## config.mk

```make
export PLATFORM = sky130hd
export DESIGN_NAME = flit_packetizer
export DESIGN_NICKNAME = d
export VERILOG_FILES = /design/src/rtl/flit_packetizer.sv
export SDC_FILE = /design/constraint.sdc
export NUM_CORES = 1
export LEC_CHECK = 0
export ABC_AREA = 1
export BUFFER_PORTS_ARGS = -buffer_cell sky130_fd_sc_hd__buf_2
export CAP_MARGIN = 20
export CORE_MARGIN = 2
export CORE_UTILIZATION = 59
export DETAILED_ROUTE_END_ITERATION = 8
export PLACE_DENSITY = 0.77
export SETUP_SLACK_MARGIN = 0.2
export SYNTH_ARGS = -nofsm -noshare
export SYNTH_HDL_FRONTEND = slang
export SYNTH_SLANG_ARGS = --single-unit
```

## constraint.sdc

```tcl
create_clock -name clk -period 2.3 [get_ports clk]
set_input_delay 0.23 -clock clk [delete_from_list [all_inputs] [get_ports clk]]
set_output_delay 0.23 -clock clk [all_outputs]
set_load 0.1 [all_outputs]
```

## src/rtl/flit_packetizer.sv

```systemverilog
// rtl/flit_packetizer.sv - turns packet requests into head/body/tail flits for a ring router
//
// Purpose: accepts a packet request (destination, length) and emits a stream of
// registered flits {type[1:0], data} to the router injection port.
// Optional feature macro: PKT_STATS_EN adds saturating packet/flit counters.
//
// Ports:
//   clk            in   rising-edge clock
//   reset          in   asynchronous active-high reset
//   pkt_valid      in   packet request present
//   pkt_ready      out  request accepted when pkt_valid & pkt_ready (IDLE only)
//   pkt_dest       in   destination node
//   pkt_len        in   total flits in packet (0 -> 1, clamped to MAX_PKT_LEN)
//   flit_out       out  {type, data}, zero when flit_valid is low
//   flit_valid     out  flit_out valid
//   flit_ready     in   downstream accepts flit
//   dest_err       out  one-cycle pulse after a rejected request
//   pkt_sent_cnt   out  (PKT_STATS_EN) packets completed, saturating
//   flit_sent_cnt  out  (PKT_STATS_EN) flits handed off, saturating
module flit_packetizer #(
  parameter int NUM_OF_NODES    = 8,
  parameter int FLIT_DATA_WIDTH = 16,
  parameter int NODE_ID         = 0,
  parameter int MAX_PKT_LEN     = 8,
  localparam int DEST_NODE_WIDTH  = $clog2(NUM_OF_NODES),
  localparam int FLIT_TOTAL_WIDTH = FLIT_DATA_WIDTH + 2,
  localparam int LEN_WIDTH        = $clog2(MAX_PKT_LEN + 1)
) (
  input  logic                        clk,
  input  logic                        reset,
  input  logic                        pkt_valid,
  output logic                        pkt_ready,
  input  logic [DEST_NODE_WIDTH-1:0]  pkt_dest,
  input  logic [LEN_WIDTH-1:0]        pkt_len,
  output logic [FLIT_TOTAL_WIDTH-1:0] flit_out,
  output logic                        flit_valid,
  input  logic                        flit_ready,
  output logic                        dest_err
`ifdef PKT_STATS_EN
  ,
  output logic [15:0]                 pkt_sent_cnt,
  output logic [15:0]                 flit_sent_cnt
`endif
);

  localparam int ID_WIDTH = FLIT_DATA_WIDTH - DEST_NODE_WIDTH;

  localparam logic [1:0] TAIL_FLIT = 2'b00;
  localparam logic [1:0] HEAD_FLIT = 2'b01;
  localparam logic [1:0] BODY_FLIT = 2'b10;
  localparam logic [1:0] HEADER    = 2'b11;

  localparam logic [LEN_WIDTH-1:0] LEN_ONE = LEN_WIDTH'(1);
  localparam logic [LEN_WIDTH-1:0] LEN_TWO = LEN_WIDTH'(2);
  localparam logic [LEN_WIDTH-1:0] LEN_MAX = LEN_WIDTH'(MAX_PKT_LEN);
  localparam logic [31:0]          NODES_U = 32'(NUM_OF_NODES);
  localparam logic [31:0]          SELF_U  = 32'(NODE_ID);

  typedef enum logic [1:0] {S_IDLE, S_HEAD, S_BODY, S_TAIL} state_t;

  state_t                      r_state, w_state_next;
  logic [FLIT_TOTAL_WIDTH-1:0] r_flit_out, w_flit_out_next;
  logic                        r_flit_valid, w_flit_valid_next;
  logic                        r_dest_err, w_dest_err_next;
  logic [DEST_NODE_WIDTH-1:0]  r_dest, w_dest_next;
  logic [LEN_WIDTH-1:0]        r_len, w_len_next;
  logic [LEN_WIDTH-1:0]        r_remain, w_remain_next;
  logic [ID_WIDTH-1:0]         r_pkt_id, w_pkt_id_next;
  logic [FLIT_DATA_WIDTH-1:0]  r_payload, w_payload_next;
  logic [FLIT_DATA_WIDTH-1:0]  w_payload_inc;
  logic [LEN_WIDTH-1:0]        w_eff_len;
  logic                        w_bad_dest;
  logic                        w_hs;

  assign w_hs          = r_flit_valid & flit_ready;
  assign w_payload_inc = r_payload + 1'b1;
  assign w_bad_dest    = (32'(pkt_dest) == SELF_U) || (32'(pkt_dest) >= NODES_U);
  assign w_eff_len     = (pkt_len == '0) ? LEN_ONE :
                         (pkt_len > LEN_MAX) ? LEN_MAX : pkt_len;

  assign pkt_ready  = (r_state == S_IDLE);
  assign flit_out   = r_flit_out;
  assign flit_valid = r_flit_valid;
  assign dest_err   = r_dest_err;

  always_ff @(posedge clk or posedge reset) begin
    if (reset) r_state <= S_IDLE;
    else       r_state <= w_state_next;
  end

  // Next-state and next-flit: the output register is loaded with the flit
  // belonging to the state being entered, so it holds whenever no handshake.
  always_comb begin
    w_state_next      = r_state;
    w_flit_out_next   = r_flit_out;
    w_flit_valid_next = r_flit_valid;
    w_dest_err_next   = 1'b0;
    w_dest_next       = r_dest;
    w_len_next        = r_len;
    w_remain_next     = r_remain;
    w_pkt_id_next     = r_pkt_id;
    w_payload_next    = r_payload;
    case (r_state)
      S_IDLE: begin
        if (pkt_valid) begin
          if (w_bad_dest) begin
            w_dest_err_next = 1'b1;
          end else begin
            w_state_next      = S_HEAD;
            w_dest_next       = pkt_dest;
            w_len_next        = w_eff_len;
            w_remain_next     = w_eff_len;
            w_flit_valid_next = 1'b1;
            w_flit_out_next   = {(w_eff_len == LEN_ONE) ? HEADER : HEAD_FLIT, pkt_dest, r_pkt_id};
          end
        end
      end
      S_HEAD: begin
        if (w_hs) begin
          w_pkt_id_next = r_pkt_id + 1'b1;
          w_remain_next = r_remain - 1'b1;
          if (r_len == LEN_ONE) begin
            w_state_next      = S_IDLE;
            w_flit_valid_next = 1'b0;
            w_flit_out_next   = '0;
          end else if (r_len == LEN_TWO) begin
            w_state_next    = S_TAIL;
            w_flit_out_next = {TAIL_FLIT, r_payload};
          end else begin
            w_state_next    = S_BODY;
            w_flit_out_next = {BODY_FLIT, r_payload};
          end
        end
      end
      S_BODY: begin
        if (w_hs) begin
          w_payload_next = w_payload_inc;
          w_remain_next  = r_remain - 1'b1;
          // Two left before this handshake means only the tail remains after it.
          if (r_remain == LEN_TWO) begin
            w_state_next    = S_TAIL;
            w_flit_out_next = {TAIL_FLIT, w_payload_inc};
          end else begin
            w_flit_out_next = {BODY_FLIT, w_payload_inc};
          end
        end
      end
      S_TAIL: begin
        if (w_hs) begin
          w_payload_next    = w_payload_inc;
          w_state_next      = S_IDLE;
          w_flit_valid_next = 1'b0;
          w_flit_out_next   = '0;
        end
      end
      default: begin
        w_state_next      = S_IDLE;
        w_flit_valid_next = 1'b0;
        w_flit_out_next   = '0;
      end
    endcase
  end

  always_ff @(posedge clk or posedge reset) begin
    if (reset) begin
      r_flit_out   <= '0;
      r_flit_valid <= 1'b0;
      r_dest_err   <= 1'b0;
      r_dest       <= '0;
      r_len        <= '0;
      r_remain     <= '0;
      r_pkt_id     <= '0;
      r_payload    <= '0;
    end else begin
      r_flit_out   <= w_flit_out_next;
      r_flit_valid <= w_flit_valid_next;
      r_dest_err   <= w_dest_err_next;
      r_dest       <= w_dest_next;
      r_len        <= w_len_next;
      r_remain     <= w_remain_next;
      r_pkt_id     <= w_pkt_id_next;
      r_payload    <= w_payload_next;
    end
  end

`ifdef PKT_STATS_EN
  logic [15:0] r_pkt_sent_cnt;
  logic [15:0] r_flit_sent_cnt;
  logic        w_pkt_done;

  // A packet completes on its tail, or on its only flit when it is a HEADER.
  assign w_pkt_done = w_hs && ((r_state == S_TAIL) || (r_state == S_HEAD && r_len == LEN_ONE));

  always_ff @(posedge clk or posedge reset) begin
    if (reset) begin
      r_pkt_sent_cnt  <= '0;
      r_flit_sent_cnt <= '0;
    end else begin
      if (w_pkt_done && r_pkt_sent_cnt != 16'hFFFF)
        r_pkt_sent_cnt <= r_pkt_sent_cnt + 1'b1;
      if (w_hs && r_flit_sent_cnt != 16'hFFFF)
        r_flit_sent_cnt <= r_flit_sent_cnt + 1'b1;
    end
  end

  assign pkt_sent_cnt  = r_pkt_sent_cnt;
  assign flit_sent_cnt = r_flit_sent_cnt;
`endif

endmodule

```

==> qor.txt, run 1 <==
Post-synth top cells: 135 x nand2_1, 60 x inv_1, 59 x dfrtp_1
async set-reset flop share out of synthesis: 100%
height of the die: 79.1 um
DR vias/cell: 5.36
share of cells above drive strength 1: 13.8%
Worst Tran Pin Value: 0.618 ns
Nets: 499
gr ovfl total: 0
Inserted Diodes: 0
fmax: 522 MHz
Post CTS Setup Buffer Count: 0
Syn Std Cell Area: 3330 um^2
period utilization: 83.2%
RSZ-0062 raised after global routing: true
Syn Inst Count: 443
clk buf depth: 2
pin count of the biggest net entering global routing: 36
setup TNS: 0 ns
hold_sp: pkt_valid
CTS root buf: clkbuf_8
multi-input logic area: 1550 um^2
Crit Reg-Reg Startpoint: r_state[0]$_DFFE_PP0P_
most frequent cell after synthesis: nand2_1
WS Path Type: reg -> reg
critical path startpoint category: flip-flop
Hold Path End: dest_err$_DFF_PP0_
CP Max Fanout: 23
Avg WL per Cell: 13.4 um
Die X: 79.1 um
# rows: 27
post-synth top area cell: dfrtp_1
Post-Layout Cell Count: 557
Vias: 2984
clock buffer count from CTS: 9
GRT Overall Usage: 27.1%
Worst slew margin: 58.7%
top post-synthesis cells by area: dfrtp_1 44%, nand2_1 15%, inv_1 6.8%
synthesized area per cell: 7.51 um^2
Final Wtd Congestion: 0.867
CTS Sinks: 59
DRT iter0 DRCs: 159
post-synth top area share: 44.4%
r2r setup slk: 0.39 ns
Reg area: 1480 um^2
area grow syn2layout: 13.5%
post-layout util: 69.0%
final setup skew: 0.00683 ns
area post-placement: 3570 um^2
Hold Vio Cnt, Final: 0
hold depth: 3
H-tree depth: 3
Fill cells: 490
vias in the first global route: 2921
drt total wl: 7440 um
Yosys cell types: 29
CTS tree: built
Final setup viols: 0
sequential cell area fraction in the yosys report: 44.4%
initial antenna violation count: 0
crit end category: flip-flop
Ports: 32
WP data arrival: 2.10 ns
Die ar.: 6260 um^2
Residual DRC: 0
worst hold path type: in -> reg
Clock Pin Slew Worst Setup and Hold Paths: 0.06 ns
status: completed
Synth Register Bits: 59
IO Port Bufs: 31
DRT Pass-1 Iters: 4
Inst Count DP: 540
Post-DP HPWL: 5400 um
Routed Antenna Nets: 0
Slew Limit Fails: 0
r2r endpoint: r_payload[11]$_DFFE_PP0P_
CP Data Required Time: 2.49 ns
Core Box Area: 5470 um^2
final std cell area, no fill: 3780 um^2
Synth Flop Type: dfrtp_1
min cycle time layout: 1.91 ns
worst skew pair latency: 0.34 ns
syn_nets: 462
worst-case reg-to-reg path depth: 6
first-pass GRT wire length: 13100 um
EDFF count, synth: 0
YS warnings: 0
Starting Density: 60.8%
maxcap violations: 0
[worst max-delay path by stage]
stage,endpoint,cells after the start,from
CTS,r_payload[11]$_DFFE_PP0P_,6,r_state[0]$_DFFE_PP0P_
floorplan,r_pkt_id[9]$_DFFE_PP0P_,8,flit_valid$_DFFE_PP0P_
finish,r_payload[11]$_DFFE_PP0P_,6,r_state[0]$_DFFE_PP0P_
global route,r_payload[11]$_DFFE_PP0P_,6,r_state[0]$_DFFE_PP0P_
global placement,r_payload[11]$_DFFE_PP0P_,6,r_state[0]$_DFFE_PP0P_
detailed placement,r_payload[11]$_DFFE_PP0P_,6,r_state[0]$_DFFE_PP0P_
[registers in the layout, summed over array words and instances (netlist names), named ones only]
| name | cells |
|---|---|
| dest_err | 1 |
| flit_out | 18 |
| flit_valid | 1 |
| r_len | 4 |
| r_payload | 16 |
| r_pkt_id | 13 |
| r_remain | 4 |
| r_state | 1 |
[placed cells by master, fill, tap and decap left out, types with 2 or more instances in the layout]
master / instances
nand2_1: 135
inv_1: 59
dfrtp_1: 59
nand3_1: 36
o21ai_0: 33
buf_2: 31
nor2_1: 24
xor2_1: 19
a21oi_1: 19
clkbuf_8: 10
ha_1: 7
buf_4: 6
nor3_1: 5
o22ai_1: 5
o21ai_1: 4
o211ai_1: 4
nand4_1: 3
inv_2: 3
clkinv_2: 3
nand3_2: 2
nor2_4: 2
xnor2_1: 2
[worst max-delay path, stage by stage, from the launching register on]
cell     delay [ns]
dfrtp_1        0.44
inv_1          0.11
ha_1           0.21
buf_4          0.26
o21ai_2        0.09
inv_1          0.46
o21ai_0        0.19
[repair_timing]
action	in CTS	in global routing
hold buffers	1	0
endpoints found under the hold margin	24	0
gates resized for setup	0	0
setup endpoints to repair	0	1
[per-stage QoR]
stage,setup slack (ns),hold WS (ns)
floorplan,0.312,0.352
global placement,0.463,0.310
CTS,0.381,0.111
detailed placement,0.392,0.311
finish,0.386,0.127
global route,0.178,0.148
[area by class of cell]
cell class | count | share of cell area, %
timing repair buffer | 39 | 6.09
sequential | 59 | 39.1
clock inverter | 5 | 1.39
tap | 72 | 2.38
clock buffer | 11 | 3.74
multi-input combinational | 309 | 41.1
inverter | 62 | 6.16
[per-layer routing]
layer | track usage, % | up-vias | routed length, um
met2 | 44.9 | 80 | 3550
li1 | - | 1480 | -
met3 | 6.59 | 19 | 394
met1 | 34.6 | 1405 | 3290
met5 | 0 | - | 0
met4 | 10.0 | 0 | 196
[kinds of logic after synthesis]
family,count (synthesis),synth area share (%)
flip-flops,59,44.4
adder cells (fa/ha/maj),8,3.01
XOR/XNOR,21,5.53
AO/OA/AOI/OAI,67,10.8
buffers and inverters,75,9.02
AND/OR/NAND/NOR,213,27.3
Power of run 1 is not shown: default switching activity piles up to over one toggle a cycle in this logic, so the estimate is an artifact.
==> run 2, diff against run 1 <==
==> constraint.sdc (replaced) <==
create_clock -name clk -period 1.9 [get_ports clk]
set_input_delay 0.19 -clock clk [delete_from_list [all_inputs] [get_ports clk]]
set_output_delay 0.19 -clock clk [all_outputs]
set_load 0.1 [all_outputs]
==> run 2 against run 1 <==
Against the previous run:
- routed wire length is 22% higher
- worst setup slack worse by 0.29 ns
- cell count is 4.7% higher
- core utilization grew 9.2 points
- clock skew decreased by 0.00068 ns
- via count grew 9.5%
- first-iteration DRC count up 70%
- flip-flop and latch count unchanged
- hold slack got worse by 0.027 ns
- register-to-register slack worse by 0.29 ns
- cell area up 13%
==> qor.txt, run 2 (synthesis gave the netlist of run 1 again) <==
status: completed (unchanged)
Inserted Diodes: 0 (unchanged)
area post-placement: 3610 um^2 (was 3570 um^2)
worst-case reg-to-reg path depth: 8 (was 6)
Vias: 3267 (was 2984)
min cycle time layout: 1.81 ns (was 1.91 ns)
Final setup viols: 0 (unchanged)
Die X: 79.1 um (unchanged)
commonest non-fill, non-tap cells in the layout: 127 x nand2_1, 56 x dfrtp_1, 51 x inv_1, 34 x nand3_1, 30 x buf_2 (was 135 x nand2_1, 59 x inv_1, 59 x dfrtp_1, 36 x nand3_1, 33 x o21ai_0)
Hold Vio Cnt, Final: 0 (unchanged)
initial antenna violation count: 0 (unchanged)
crit end category: flip-flop (unchanged)
slowest stage delay, CP: 0.48 ns (was 0.46 ns)
Reg area: 1480 um^2 (about the same)
setup TNS: 0 ns (unchanged)
Clock Pin Slew Worst Setup and Hold Paths: 0.07 ns (was 0.06 ns)
height of the die: 79.1 um (unchanged)
r2r endpoint: flit_out[3]$_DFFE_PP0P_ (was r_payload[11]$_DFFE_PP0P_)
Critical path buffers and inverters: 2 (was 3)
CP max stage cell: dfrtp_2 (was inv_1)
Setup crit end: flit_out[3]$_DFFE_PP0P_ (was r_payload[11]$_DFFE_PP0P_)
worst skew pair latency: 0.35 ns (was 0.34 ns)
drt total wl: 9090 um (was 7440 um)
crit-path cells: ha_4 -> nor2_4 -> inv_2 -> o21ai_4 -> nand2_8 -> buf_12 -> a21oi_1 -> a21oi_1 (was inv_1 -> ha_1 -> buf_4 -> o21ai_2 -> inv_1 -> o21ai_0)
CTS root buf: clkbuf_8 (unchanged)
gr ovfl total: 0 (unchanged)
period utilization: 95.1% (was 83.2%)
CP Max Fanout: 14 (was 23)
Core Box Area: 5470 um^2 (unchanged)
share of cells above drive strength 1: 25.2% (was 13.8%)
RSZ-0062 raised after global routing: true (unchanged)
Die ar.: 6260 um^2 (unchanged)
H-tree depth: 3 (unchanged)
worst hold margin: 0.100 ns (was 0.127 ns)
Crit path max-delay family: compound AO/OA/AOI/OAI gates (was buffers and inverters)
clk buf depth: 2 (unchanged)
pin count of the biggest net entering global routing: 44 (was 36)
clock buffer count from CTS: 9 (unchanged)
WS Path Type: reg -> reg (unchanged)
GRT Overall Usage: 27.7% (was 27.1%)
CTS Sinks: 59 (unchanged)
# rows: 27 (unchanged)
Routed Antenna Nets: 0 (unchanged)
Slew Limit Fails: 0 (unchanged)
IO Port Bufs: 31 (unchanged)
Post-DP HPWL: 5390 um (was 5400 um)
commonest non-fill, non-tap cell in the layout: nand2_1 (unchanged)
maxcap violations: 0 (unchanged)
Final Wtd Congestion: 0.805 (was 0.867)
final std cell area, no fill: 4280 um^2 (was 3780 um^2)
hold_sp: pkt_valid (unchanged)
DRT Pass-1 Iters: 7 (was 4)
DR vias/cell: 5.60 (was 5.36)
Nets: 525 (was 499)
multi-input logic area: 1730 um^2 (was 1550 um^2)
WP data arrival: 2.03 ns (was 2.10 ns)
area grow syn2layout: 28.7% (was 13.5%)
Worst Setup SP: r_state[0]$_DFFE_PP0P_ (unchanged)
Largest register FFs: 18 (unchanged)
Ports: 32 (unchanged)
Crit Reg-Reg Startpoint: r_state[0]$_DFFE_PP0P_ (unchanged)
Fill cells: 389 (was 490)
worst setup margin: 0.0929 ns (was 0.386 ns)
Avg WL per Cell: 15.6 um (was 13.4 um)
CP Data Required Time: 2.13 ns (was 2.49 ns)
CTS tree: built (unchanged)
CP dominant cell by count: a21oi_1 (was inv_1)
critical path startpoint category: flip-flop (unchanged)
cell depth of the worst setup path: 8 (was 6)
dpl ws: 0.00215 ns (was 0.392 ns)
worst hold path type: in -> reg (unchanged)
fmax: 553 MHz (was 522 MHz)
DRT iter0 DRCs: 271 (was 159)
first-pass GRT wire length: 13300 um (was 13100 um)
vias in the first global route: 2871 (was 2921)
r2r setup slk: 0.09 ns (was 0.39 ns)
Worst Tran Pin Value: 0.493 ns (was 0.618 ns)
Starting Density: 60.8% (unchanged)
final setup skew: 0.00615 ns (was 0.00683 ns)
Worst slew margin: 67.4% (was 58.7%)
Residual DRC: 0 (unchanged)
[run 2: changes by cell type in the layout (fill, tap and decap cells not counted), sizes merged]
| cell | delta |
|---|---|
| buf | +21 |
| clkinv | -2 |
| clkinvlp | +11 |
| inv | -4 |
[run 2: final cells by class]
cell class	instances	area share, %
Multi-Input combinational cell	309	40.4
Sequential cell	59	34.6
Timing Repair Buffer	61	11.7
Inverter	62	5.78
Clock buffer	10	3.21
Tap cell	72	2.10
Clock inverter	6	1.52
Timing Repair inverter	4	0.701
[run 2: what timing repair did]
action | CTS | global route
pin swaps | 2 | 9
endpoints found under the setup margin | 37 | 49
setup buffers | 3 | 16
gates cloned | 4 | 1
gates resized for setup | 20 | 52
endpoints found under the hold margin | 16 | 0
hold buffers | 1 | 0
[run 2: how the worst min path moves through the flow]
stage,slack [ns],endpoint,depth (start not counted)
after global placement,0.19,r_pkt_id[1]$_DFFE_PP0P_,2
after detailed placement,0.19,r_pkt_id[1]$_DFFE_PP0P_,2
after CTS,0.09,dest_err$_DFF_PP0_,3
after floorplan,0.31,dest_err$_DFF_PP0_,2
final,0.10,dest_err$_DFF_PP0_,3
after global routing,0.10,dest_err$_DFF_PP0_,3
[run 2: layer usage]
| metal | GRT usage (%) | vias up | routed length (um) |
|---|---|---|---|
| met1 | 35.5 | 1573 | 3780 |
| met3 | 5.91 | 32 | 606 |
| met2 | 43.1 | 131 | 4320 |
| li1 | - | 1531 | - |
| met4 | 16.4 | 0 | 377 |
| met5 | 0 | - | 0 |
[run 2: worst reg2reg max path: stages, from the launching register on]
cell     delay (ns)
dfrtp_2        0.48
ha_4           0.21
nor2_4         0.10
inv_2          0.06
o21ai_4        0.22
nand2_8        0.12
buf_12         0.17
a21oi_1        0.20
a21oi_1        0.12
[run 2: per-stage QoR]
step	utilization (%)	instances
global placement	66.0	542
global route	78.3	583
finish	78.3	583
floorplan	-	443
detailed placement	66.0	542
CTS	71.9	566
Power of run 2 is left out for the same reason.
==> run 3, diff against run 2 <==
--- a/config.mk
+++ b/config.mk
@@ -5,13 +5,12 @@
 export SDC_FILE = /design/constraint.sdc
 export NUM_CORES = 1
 export LEC_CHECK = 0
-export ABC_AREA = 1
 export BUFFER_PORTS_ARGS = -buffer_cell sky130_fd_sc_hd__buf_2
 export CAP_MARGIN = 20
 export CORE_MARGIN = 2
-export CORE_UTILIZATION = 59
+export CORE_UTILIZATION = 53
 export DETAILED_ROUTE_END_ITERATION = 8
-export PLACE_DENSITY = 0.77
+export PLACE_DENSITY = 0.76
 export SETUP_SLACK_MARGIN = 0.2
 export SYNTH_ARGS = -nofsm -noshare
 export SYNTH_HDL_FRONTEND = slang
==> constraint.sdc (replaced) <==
create_clock -name clk -period 1.51 [get_ports clk]
set_input_delay 0.151 -clock clk [delete_from_list [all_inputs] [get_ports clk]]
set_output_delay 0.151 -clock clk [all_outputs]
set_load 0.1 [all_outputs]
==> run 3 against run 2 <==
Against the previous run:
- the run now ends with setup timing left
- global-route usage grew 4.1 points
- flip-flop and latch count is the same
- critical path depth is the same
- area after synthesis shrank 2.9%
- critical path type unchanged
- cell area grew 17%
- largest cell class unchanged
- hold slack lost 0.011 ns
- worst setup slack lost 0.72 ns
- maximum frequency shrank 16%
- via count grew 6.3%
- non-clock buffer count grew 54
==> qor.txt, run 3 <==
Worst Tran Pin Value: 0.569 ns (was 0.493 ns)
DR vias/cell: 6.58 (was 5.60)
Post-Layout Cell Count: 528 (was 583)
Inserted Diodes: 0 (unchanged)
Die ar.: 6740 um^2 (was 6260 um^2)
Synth Register Bits: 59 (unchanged)
Yosys cell types: 49 (was 29)
Inst Count DP: 491 (was 542)
Vias: 3473 (was 3267)
fmax: 467 MHz (was 553 MHz)
EDFF count, synth: 0 (unchanged)
CTS Sinks: 59 (unchanged)
Residual DRC: 0 (unchanged)
Starting Density: 54.6% (was 60.8%)
sequential cell area fraction in the yosys report: 45.7% (was 44.4%)
async set-reset flop share out of synthesis: 100% (unchanged)
pin count of the biggest net entering global routing: 29 (was 44)
Slew Limit Fails: 0 (unchanged)
Largest register FFs: 18 (unchanged)
clk buf depth: 2 (unchanged)
# rows: 28 (was 27)
share of cells above drive strength 1: 50.1% (was 25.2%)
synthesized area per cell: 9.53 um^2 (was 7.51 um^2)
CP Data Required Time: 1.76 ns (was 2.13 ns)
status: finished with violations (was completed)
area grow syn2layout: 55.0% (was 28.7%)
worst setup margin: -0.631 ns (was 0.0929 ns)
Ports: 32 (unchanged)
Post-DP HPWL: 6400 um (was 5390 um)
YS warnings: 0 (unchanged)
Nets: 468 (was 525)
IO Port Bufs: 31 (unchanged)
Avg WL per Cell: 23.7 um (was 15.6 um)
crit end category: flip-flop (unchanged)
GRT Overall Usage: 31.7% (was 27.7%)
worst hold path type: in -> reg (unchanged)
Post-synth top cells: 59 x dfrtp_1, 42 x nand2_1, 26 x nor2_1, 26 x xnor2_1, 17 x o21ai_0 (was 135 x nand2_1, 60 x inv_1, 59 x dfrtp_1)
height of the die: 82.1 um (was 79.1 um)
DRT iter0 DRCs: 455 (was 271)
Synth Flop Type: dfrtp_1 (unchanged)
H-tree depth: 3 (unchanged)
worst hold margin: 0.0896 ns (was 0.100 ns)
CTS tree: built (unchanged)
min cycle time layout: 2.14 ns (was 1.81 ns)
Leak Pwr: 2.31 nW
final setup skew: 0.0170 ns (was 0.00615 ns)
violated checks: setup timing
Final Wtd Congestion: 0.853 (was 0.805)
Clock Pin Slew Worst Setup and Hold Paths: 0.07 ns (about the same)
PwrDens: 2560 nW/um^2
Fill cells: 275 (was 389)
Final setup viols: 51 (was 0)
top post-synthesis cells by area: dfrtp_1 46%, xnor2_1 7.0%, nand2_1 4.9% (was dfrtp_1 44%, nand2_1 15%, inv_1 6.8%)
CTS root buf: clkbuf_8 (unchanged)
Core Box Area: 5920 um^2 (was 5470 um^2)
first-pass GRT wire length: 15700 um (was 13300 um)
vias in the first global route: 3183 (was 2871)
clock buffer count from CTS: 9 (unchanged)
most frequent cell after synthesis: dfrtp_1 (was nand2_1)
Die X: 82.1 um (was 79.1 um)
post-synth top area cell: dfrtp_1 (unchanged)
drt total wl: 12500 um (was 9090 um)
worst skew pair latency: 0.36 ns (was 0.35 ns)
period utilization: 142% (was 95.1%)
maxcap violations: 0 (unchanged)
Syn Inst Count: 339 (was 443)
critical path startpoint category: flip-flop (unchanged)
Syn Std Cell Area: 3230 um^2 (was 3330 um^2)
WS Path Type: reg -> reg (unchanged)
Worst slew margin: 62.0% (was 67.4%)
Routed Antenna Nets: 0 (unchanged)
CP Max Fanout: 4 (was 14)
commonest non-fill, non-tap cells in the layout: 56 x dfrtp_1, 56 x buf_4, 24 x nand2_1, 23 x buf_6, 21 x xnor2_1 (was 127 x nand2_1, 56 x dfrtp_1, 51 x inv_1, 34 x nand3_1, 30 x buf_2)
gr ovfl total: 0 (unchanged)
syn_nets: 358 (was 462)
initial antenna violation count: 0 (unchanged)
WP data arrival: 2.39 ns (was 2.03 ns)
post-synth top area share: 45.7% (was 44.4%)
RSZ-0062 raised after global routing: true (unchanged)
Hold Vio Cnt, Final: 0 (unchanged)
DRT Pass-1 Iters: 5 (was 7)
worst ir drop on vdd: 1.98 mV
-- run 3: cell types whose count changed in the layout (fill, tap and decap cells not counted), moves of 15 or more --
cell     before  now
o21ai_0      25    6
nand2_1     127   24
buf_4        19   56
buf_6         4   23
xnor2_1       2   21
nand3_1      34    9
buf_2        30   15
inv_1        51    6
-- run 3: cell type report --
cell class	instances	area, um^2	share of cell area [%]
Multi-Input combinational cell	253	2130	42.6
Inverter	11	55.1	1.10
Clock inverter	4	51.3	1.02
Sequential cell	59	1480	29.6
Tap cell	75	93.8	1.87
Clock buffer	11	141	2.82
Timing Repair Buffer	115	1050	21.0
-- run 3: cell families (layout without fill, tap and decap cells) --
kind of cell	after synthesis	count (layout)	synth area share, %
muxes	11	11	3.60
AOI/OAI and AO/OA	76	76	15.7
and+or+nand+nor	124	124	18.6
DFF	59	59	45.7
buffers and inverters	27	141	4.14
xor gates and xnor gates	34	34	9.21
adders and majority gates	8	8	3.10
-- run 3: layer usage --
metal / vias to the layer above / routed length, um / track usage, %
met4: 0 / 787 / 14.3
met5: - / 0 / 0
li1: 1432 / - / -
met2: 236 / 6200 / 52.8
met1: 1729 / 4590 / 38.8
met3: 76 / 942 / 8.26
-- run 3: report_power, final --
part | switching [W] | total (W) | internal, W
registers | 0.000524 | 0.00261 | 0.00208
logic | 0.00518 | 0.00873 | 0.00355
clock network | 0.000689 | 0.00149 | 0.000799
-- run 3: path summary, 6_finish.rpt --
path | startpoint | end | slack, ns | cells after the start
setup / recovery | flip-flop | flit_out[5]$_DFFE_PP0P_ | -0.63 | 8
hold / removal | pkt_len[3] | r_len[3]$_DFFE_PP0P_ | 0.09 | 2
setup reg to reg | flip-flop | flit_out[5]$_DFFE_PP0P_ | -0.63 | 8
hold reg to reg | r_payload[15]$_DFFE_PP0P_ | r_payload[15]$_DFFE_PP0P_ | 0.50 | 1
max in group asynchronous | reset | r_pkt_id[10]$_DFFE_PP0P_ | 0.55 | 4
min in group asynchronous | reset | flit_out[2]$_DFFE_PP0P_ | 0.40 | 3
-- run 3: through the flow --
stage	total power [W]	worst slack [ns]	TNS, ns	cell area (um^2)	util, %
6_report	0.0128	-0.631	-16.74	5010	84.6
5_1_grt	0.0132	-0.689	-18.81	5010	84.6
4_1_cts	0.0110	-0.404	-9.02	4610	77.8
3_5_place_dp	0.00860	-0.394	-9.84	4050	68.4
3_3_place_gp	0.00840	-0.350	-7.68	4050	68.4
2_1_floorplan	0.00687	-0.422	-6.82	3440	-
-- run 3: repair_timing --
| action | 4_1_cts | 5_1_grt |
|---|---|---|
| buffers inserted | 7 | 10 |
| endpoints found under the hold margin | 21 | 0 |
| hold buffers | 1 | 0 |
| gates resized for setup | 63 | 66 |
| cloned | 3 | 1 |
| endpoints found under the setup margin | 61 | 70 |
| pin swaps | 27 | 22 |
-- run 3: worst max-delay path, stage by stage, from the launching register on --
cell and delay [ns]:
dfrtp_2 0.48, inv_4 0.07, ha_4 0.17, or3_4 0.42, a22oi_2 0.30, buf_4 0.20, buf_6 0.13, o21ai_2 0.07
a22oi_1 0.20
No activity file was read; power rests on OpenSTA's default activity.
